## config.mk

```make
export PLATFORM = sky130hd
export DESIGN_NAME = axi_stream_master_flat
export DESIGN_NICKNAME = d
export VERILOG_FILES = /design/src/rtl/axi_stream_master_if.sv /design/src/rtl/axi_stream_master.sv /design/src/flat_wrapper.sv
export SDC_FILE = /design/constraint.sdc
export NUM_CORES = 2
export LEC_CHECK = 0
export CORE_ASPECT_RATIO = 1.5
export CORE_MARGIN = 3
export CORE_UTILIZATION = 56
export CTS_CLUSTER_DIAMETER = 40
export DETAILED_ROUTE_END_ITERATION = 8
export PLACE_DENSITY = 0.89
export REMOVE_ABC_BUFFERS = 1
export SKIP_LAST_GASP = 1
export SLEW_MARGIN = 20
export SYNTH_ARGS = -nofsm -noshare
export SYNTH_HDL_FRONTEND = slang
export SYNTH_SLANG_ARGS = --single-unit
export TNS_END_PERCENT = 20
```

## constraint.sdc

```tcl
create_clock -name clk -period 2.65 [get_ports clk]
set_clock_uncertainty 0.15 [all_clocks]
set_input_delay 0.53 -clock clk [delete_from_list [all_inputs] [get_ports clk]]
set_output_delay 0.53 -clock clk [all_outputs]
set_load 0.02 [all_outputs]
```

## src/rtl/axi_stream_master_if.sv

```systemverilog
// rtl/axi_stream_master_if.sv - handshake/data bundle for the axi_stream_master output stage
//
// Purpose : groups the upstream beat input and the downstream valid/ready
//           stream into one interface.
// Signals : valid_input - upstream beat present on data_in this cycle
//           data_in     - upstream beat (DATA_WIDTH)
//           ready_sys   - downstream consumer accepts data_out
//           valid       - data_out holds a valid beat (TVALID)
//           data_out    - head-of-FIFO beat (TDATA)
// Modports: master - the output stage itself (drives valid/data_out)
//           slave  - the surrounding producer/consumer (drives the rest)

interface axi_stream_master_if #(
  parameter int DATA_WIDTH = 512
);
  logic                  valid_input;
  logic                  ready_sys;
  logic [DATA_WIDTH-1:0] data_in;
  logic                  valid;
  logic [DATA_WIDTH-1:0] data_out;

  modport master (
    input  valid_input,
    input  ready_sys,
    input  data_in,
    output valid,
    output data_out
  );

  modport slave (
    output valid_input,
    output ready_sys,
    output data_in,
    input  valid,
    input  data_out
  );
endinterface

```

## src/rtl/axi_stream_master.sv

```systemverilog
// rtl/axi_stream_master.sv - FWFT FIFO output stage presenting beats on a valid/ready stream
//
// Purpose : buffers beats from a producer that cannot be stalled and presents
//           them to the consumer with AXI-Stream valid/ready semantics.
//           Beats arriving while the FIFO is full (and no read happens in the
//           same cycle) are dropped.
// Ports   : clk    - rising-edge clock
//           resetN - asynchronous active-low reset; clears pointers, count
//                    and storage
//           bus    - axi_stream_master_if.master (valid_input, data_in,
//                    ready_sys in; valid, data_out out)

module axi_stream_master #(
  parameter int DATA_WIDTH = 512,
  parameter int DEPTH      = 4
) (
  input  logic                  clk,
  input  logic                  resetN,
  axi_stream_master_if.master   bus
);

  localparam int PTR_W = $clog2(DEPTH);
  localparam int CNT_W = PTR_W + 1;

  logic [DATA_WIDTH-1:0] mem_q [DEPTH];
  logic [DATA_WIDTH-1:0] mem_d [DEPTH];
  logic [PTR_W-1:0]      wr_ptr_q, wr_ptr_d;
  logic [PTR_W-1:0]      rd_ptr_q, rd_ptr_d;
  logic [CNT_W-1:0]      count_q,  count_d;

  logic full;
  logic not_empty;
  logic rd_en;
  logic wr_en;

  always_comb begin
    full      = (count_q == CNT_W'(DEPTH));
    not_empty = (count_q != '0);

    // A transfer needs a beat at the head; ready alone never reads.
    rd_en = not_empty && bus.ready_sys;

    // An X/Z valid_input takes the else branch, so it never writes.
    // A full FIFO still accepts when the head leaves on the same edge.
    if (bus.valid_input) begin
      wr_en = !full || rd_en;
    end else begin
      wr_en = 1'b0;
    end

    mem_d    = mem_q;
    wr_ptr_d = wr_ptr_q;
    rd_ptr_d = rd_ptr_q;
    count_d  = count_q;

    if (wr_en) begin
      mem_d[wr_ptr_q] = bus.data_in;
      wr_ptr_d        = wr_ptr_q + PTR_W'(1);
    end

    if (rd_en) begin
      rd_ptr_d = rd_ptr_q + PTR_W'(1);
    end

    case ({wr_en, rd_en})
      2'b10:   count_d = count_q + CNT_W'(1);
      2'b01:   count_d = count_q - CNT_W'(1);
      default: count_d = count_q;
    endcase
  end

  always_ff @(posedge clk or negedge resetN) begin
    if (!resetN) begin
      wr_ptr_q <= '0;
      rd_ptr_q <= '0;
      count_q  <= '0;
      for (int i = 0; i < DEPTH; i++) begin
        mem_q[i] <= '0;
      end
    end else begin
      wr_ptr_q <= wr_ptr_d;
      rd_ptr_q <= rd_ptr_d;
      count_q  <= count_d;
      for (int i = 0; i < DEPTH; i++) begin
        mem_q[i] <= mem_d[i];
      end
    end
  end

  // Valid comes from registered state only, so it cannot follow ready_sys
  // combinationally; the head only moves on a read, keeping data_out stable.
  assign bus.valid    = (count_q != '0);
  assign bus.data_out = mem_q[rd_ptr_q];

endmodule

```

## src/flat_wrapper.sv

```systemverilog
// flat-port wrapper written by rule: the top's interface ports become plain ports
module axi_stream_master_flat 
#(
  parameter int DATA_WIDTH = 512,
  parameter int DEPTH      = 4
)
  (clk, resetN, bus_valid_input, bus_ready_sys, bus_data_in, bus_valid, bus_data_out);
  axi_stream_master_if #(.DATA_WIDTH(DATA_WIDTH)) bus_i ();
  input  logic clk;
  input  logic resetN;
  input wire logic [$bits(bus_i.valid_input)-1:0] bus_valid_input;
  input wire logic [$bits(bus_i.ready_sys)-1:0] bus_ready_sys;
  input wire logic [$bits(bus_i.data_in)-1:0] bus_data_in;
  output wire logic [$bits(bus_i.valid)-1:0] bus_valid;
  output wire logic [$bits(bus_i.data_out)-1:0] bus_data_out;
  assign bus_i.valid_input = bus_valid_input;
  assign bus_i.ready_sys = bus_ready_sys;
  assign bus_i.data_in = bus_data_in;
  assign bus_valid = bus_i.valid;
  assign bus_data_out = bus_i.data_out;
  axi_stream_master #(.DATA_WIDTH(DATA_WIDTH), .DEPTH(DEPTH)) u_core (.clk(clk), .resetN(resetN), .bus(bus_i));
endmodule
```

==> flow_summary.ini <==
[run_status]
status = complete, but fails checks
violations = setup timing

[critical_path]
cpPeakStageDelay_ns = 0.61
arrival_ns = 2.99
rr_worst_depth = 6
r2r_slack_ns = 0.40
critPathLaunchType = register
cp_max_fo = 17
crit_slowest_cell = clkdlybuf4s50_1
required_ns = 1.97
worstPathCellList = buf_4 -> buf_12 -> mux4_2 -> clkdlybuf4s50_1
crit_type = register to output pin
r2r_end = u_core.mem_q[437]
r2r_start = u_core.count_q[2]
end_kind = output pin

[global_route]
grt_pass1_vias = 58529
grt_pass1_wl_um = 380000
grt_use_total_pct = 30.6
grt_max_degree = 97
grt-ovfl-total = 0
antenna_found_initial = 117

[synth]
syn-instance-count = 4986
synth.top_cell.area_share_pct = 57.6
synth-seq-cells = 2055
netlist-cell-type-count = 20
yosys_warnings = 0
synth_seq_area_share_pct = 57.6
synth_enable_flop_cells = 0
post-synth-top-area-cell = dfrtp_1
synthArstFlopShare_pct = 100
ys.flop_type = dfrtp_1
synthTopCellsByArea = dfrtp_1 58%, mux2_2 26%, mux4_2 13%
syn-cell-area_mm2 = 0.0892
avgSynthCellArea_um2 = 17.9

[timing]
grt_setup_unrepaired = true
slew_headroom_pct = 60.9
fin_crit_ns = 3.67
setup_ws_ns = -1.02
finalSetupViolations = 513
worst_pin_slew_ns = 0.586
whs_ns = 0.139
finalHoldViolCount = 0
post-route-period-util_pct = 138
slew_viol_final = 0
fmax_ghz = 0.272

[clocking]
path_clk_slew_ns = 0.06
cts_buffer_depth = 3
cts_tree = yes
h-tree-depth = 4
cts_sinks = 2055
numCtsBuffers = 195
insertion_delay_ns = 0.83
clock_tree.root_cell = clkbuf_16

[run]
maxCapViolCount = 0

[route]
drt-pass1-iter-count = 7
route.vias.total = 53729
drtIter0Drc = 3804
wl_um = 265000
wire_per_inst_um = 30.8
drc = 0
vias_per_cell = 6.23
ant_nets = 0

[power]
power_mw = 171
p_leak_nw = 46.9
p_per_area_mw_per_mm2 = 1530
vdd_drop_max_mv = 1.15

[placement]
routabilityCongestion = 0.865
place_hpwl_um = 168000
place_ws_ns = -0.270
port_buffers = 1028

[floorplan]
initial_core_util_pct = 56.6
die_h_um = 495
row_count = 178
coreArea_mm2 = 0.158
die_x_um = 332
die_area_mm2 = 0.164
io_pins = 1029

[final_layout]
nets = 6823
final_common_cell = dfrtp_1
area_growth_pct = 25.2
drive_gt1_share_pct = 54.7
layout_common_cells = 2053 x dfrtp_1, 2049 x mux2_2, 649 x clkdlybuf4s50_1

[worst_hold_path]
hp-class = input pin to asynchronous set/reset pin
==> critical path, delay by kind of cell, from the launching register on <==
family                 cells  cell delay [ns]
flip-flops                 1             0.51
multiplexers               1             0.56
buffers and inverters      3             1.06
==> registers in the layout, indices dropped and copies added (netlist names) <==
name / cells
u_core.count_q: 3
u_core.mem_q: 2048
u_core.rd_ptr_q: 2
u_core.wr_ptr_q: 2
==> cell families after synthesis <==
group | Yosys count | share of synthesized area (%)
xor+xnor | 6 | 0.0589
simple gates | 13 | 0.0940
compound gates | 1 | 0.00982
mux | 2562 | 38.8
flops | 2055 | 57.6
fa+ha+maj | 6 | 0.0926
buf+inv | 343 | 3.32
==> routing by layer <==
layer / vias to the layer above / wire [um] / track usage [%]
li1: 21454 / - / -
met1: 28827 / 92300 / 35.7
met2: 2553 / 130000 / 49.5
met3: 823 / 25700 / 11.0
met4: 72 / 16300 / 17.4
met5: - / 521 / 0
==> through the flow <==
| step | cells | utilization, % | setup TNS, ns | instance area (um2) |
|---|---|---|---|---|
| after global placement | 8080 | 65.6 | -122.25 | 103000 |
| after floorplan | 4648 | - | - | 86300 |
| after detailed placement | 8080 | 65.6 | -156.36 | 103000 |
| after global routing | 8594 | 70.8 | -449.70 | 112000 |
| final | 8620 | 70.9 | -414.50 | 112000 |
| after CTS | 8467 | 70.2 | -498.31 | 111000 |
==> Yosys cell counts, types with 4 or more instances <==
| library cell | count |
|---|---|
| clkbuf_1 | 40 |
| inv_1 | 5 |
| ha_1 | 5 |
| dfrtp_1 | 2055 |
| buf_2 | 63 |
| buf_1 | 23 |
| mux2_2 | 2049 |
| nand2_1 | 5 |
| nor2_2 | 4 |
| mux4_2 | 512 |
| buf_6 | 212 |
==> worst max-delay path by stage <==
stage | from | endpoint | depth (start not counted)
3_5_place_dp | u_core.rd_ptr_q[0] | bus_data_out[446] | 4
4_1_cts | u_core.rd_ptr_q[0] | bus_data_out[258] | 5
5_1_grt | u_core.rd_ptr_q[0] | bus_data_out[410] | 5
3_3_place_gp | u_core.rd_ptr_q[0] | bus_data_out[407] | 4
6_report | u_core.rd_ptr_q[0] | bus_data_out[152] | 4
2_1_floorplan | u_core.rd_ptr_q[0] | bus_data_out[0] | 1
==> report_power, final <==
group	internal [mW]	switching [mW]	total, mW
clock	16.8	12.8	29.6
combinational	44.7	39.2	83.8
sequential	47.7	10.0	57.7
total	109	62.0	171
==> area by class of cell <==
type / count / area [um2]
repair buffers: 1456 / 15800
inverters: 5 / 18.8
clock inverters: 95 / 1260
well taps: 2070 / 2590
multi-input cells: 2588 / 34900
fillers: 8889 / 46000
flip-flops and latches: 2055 / 51400
diodes: 88 / 220
clock buffers: 263 / 5560
==> what timing repair did <==
item / 4_1_cts / 5_1_grt
setup endpoints to repair: 513 / 513
hold buffers: 1 / 0
pin swaps: 0 / 0
endpoints found under the hold margin: 573 / 0
resized for setup: 222 / 549
buffers inserted: 23 / 62
gates cloned: 5 / 6
Note: power is estimated with default switching activity, not from simulation.
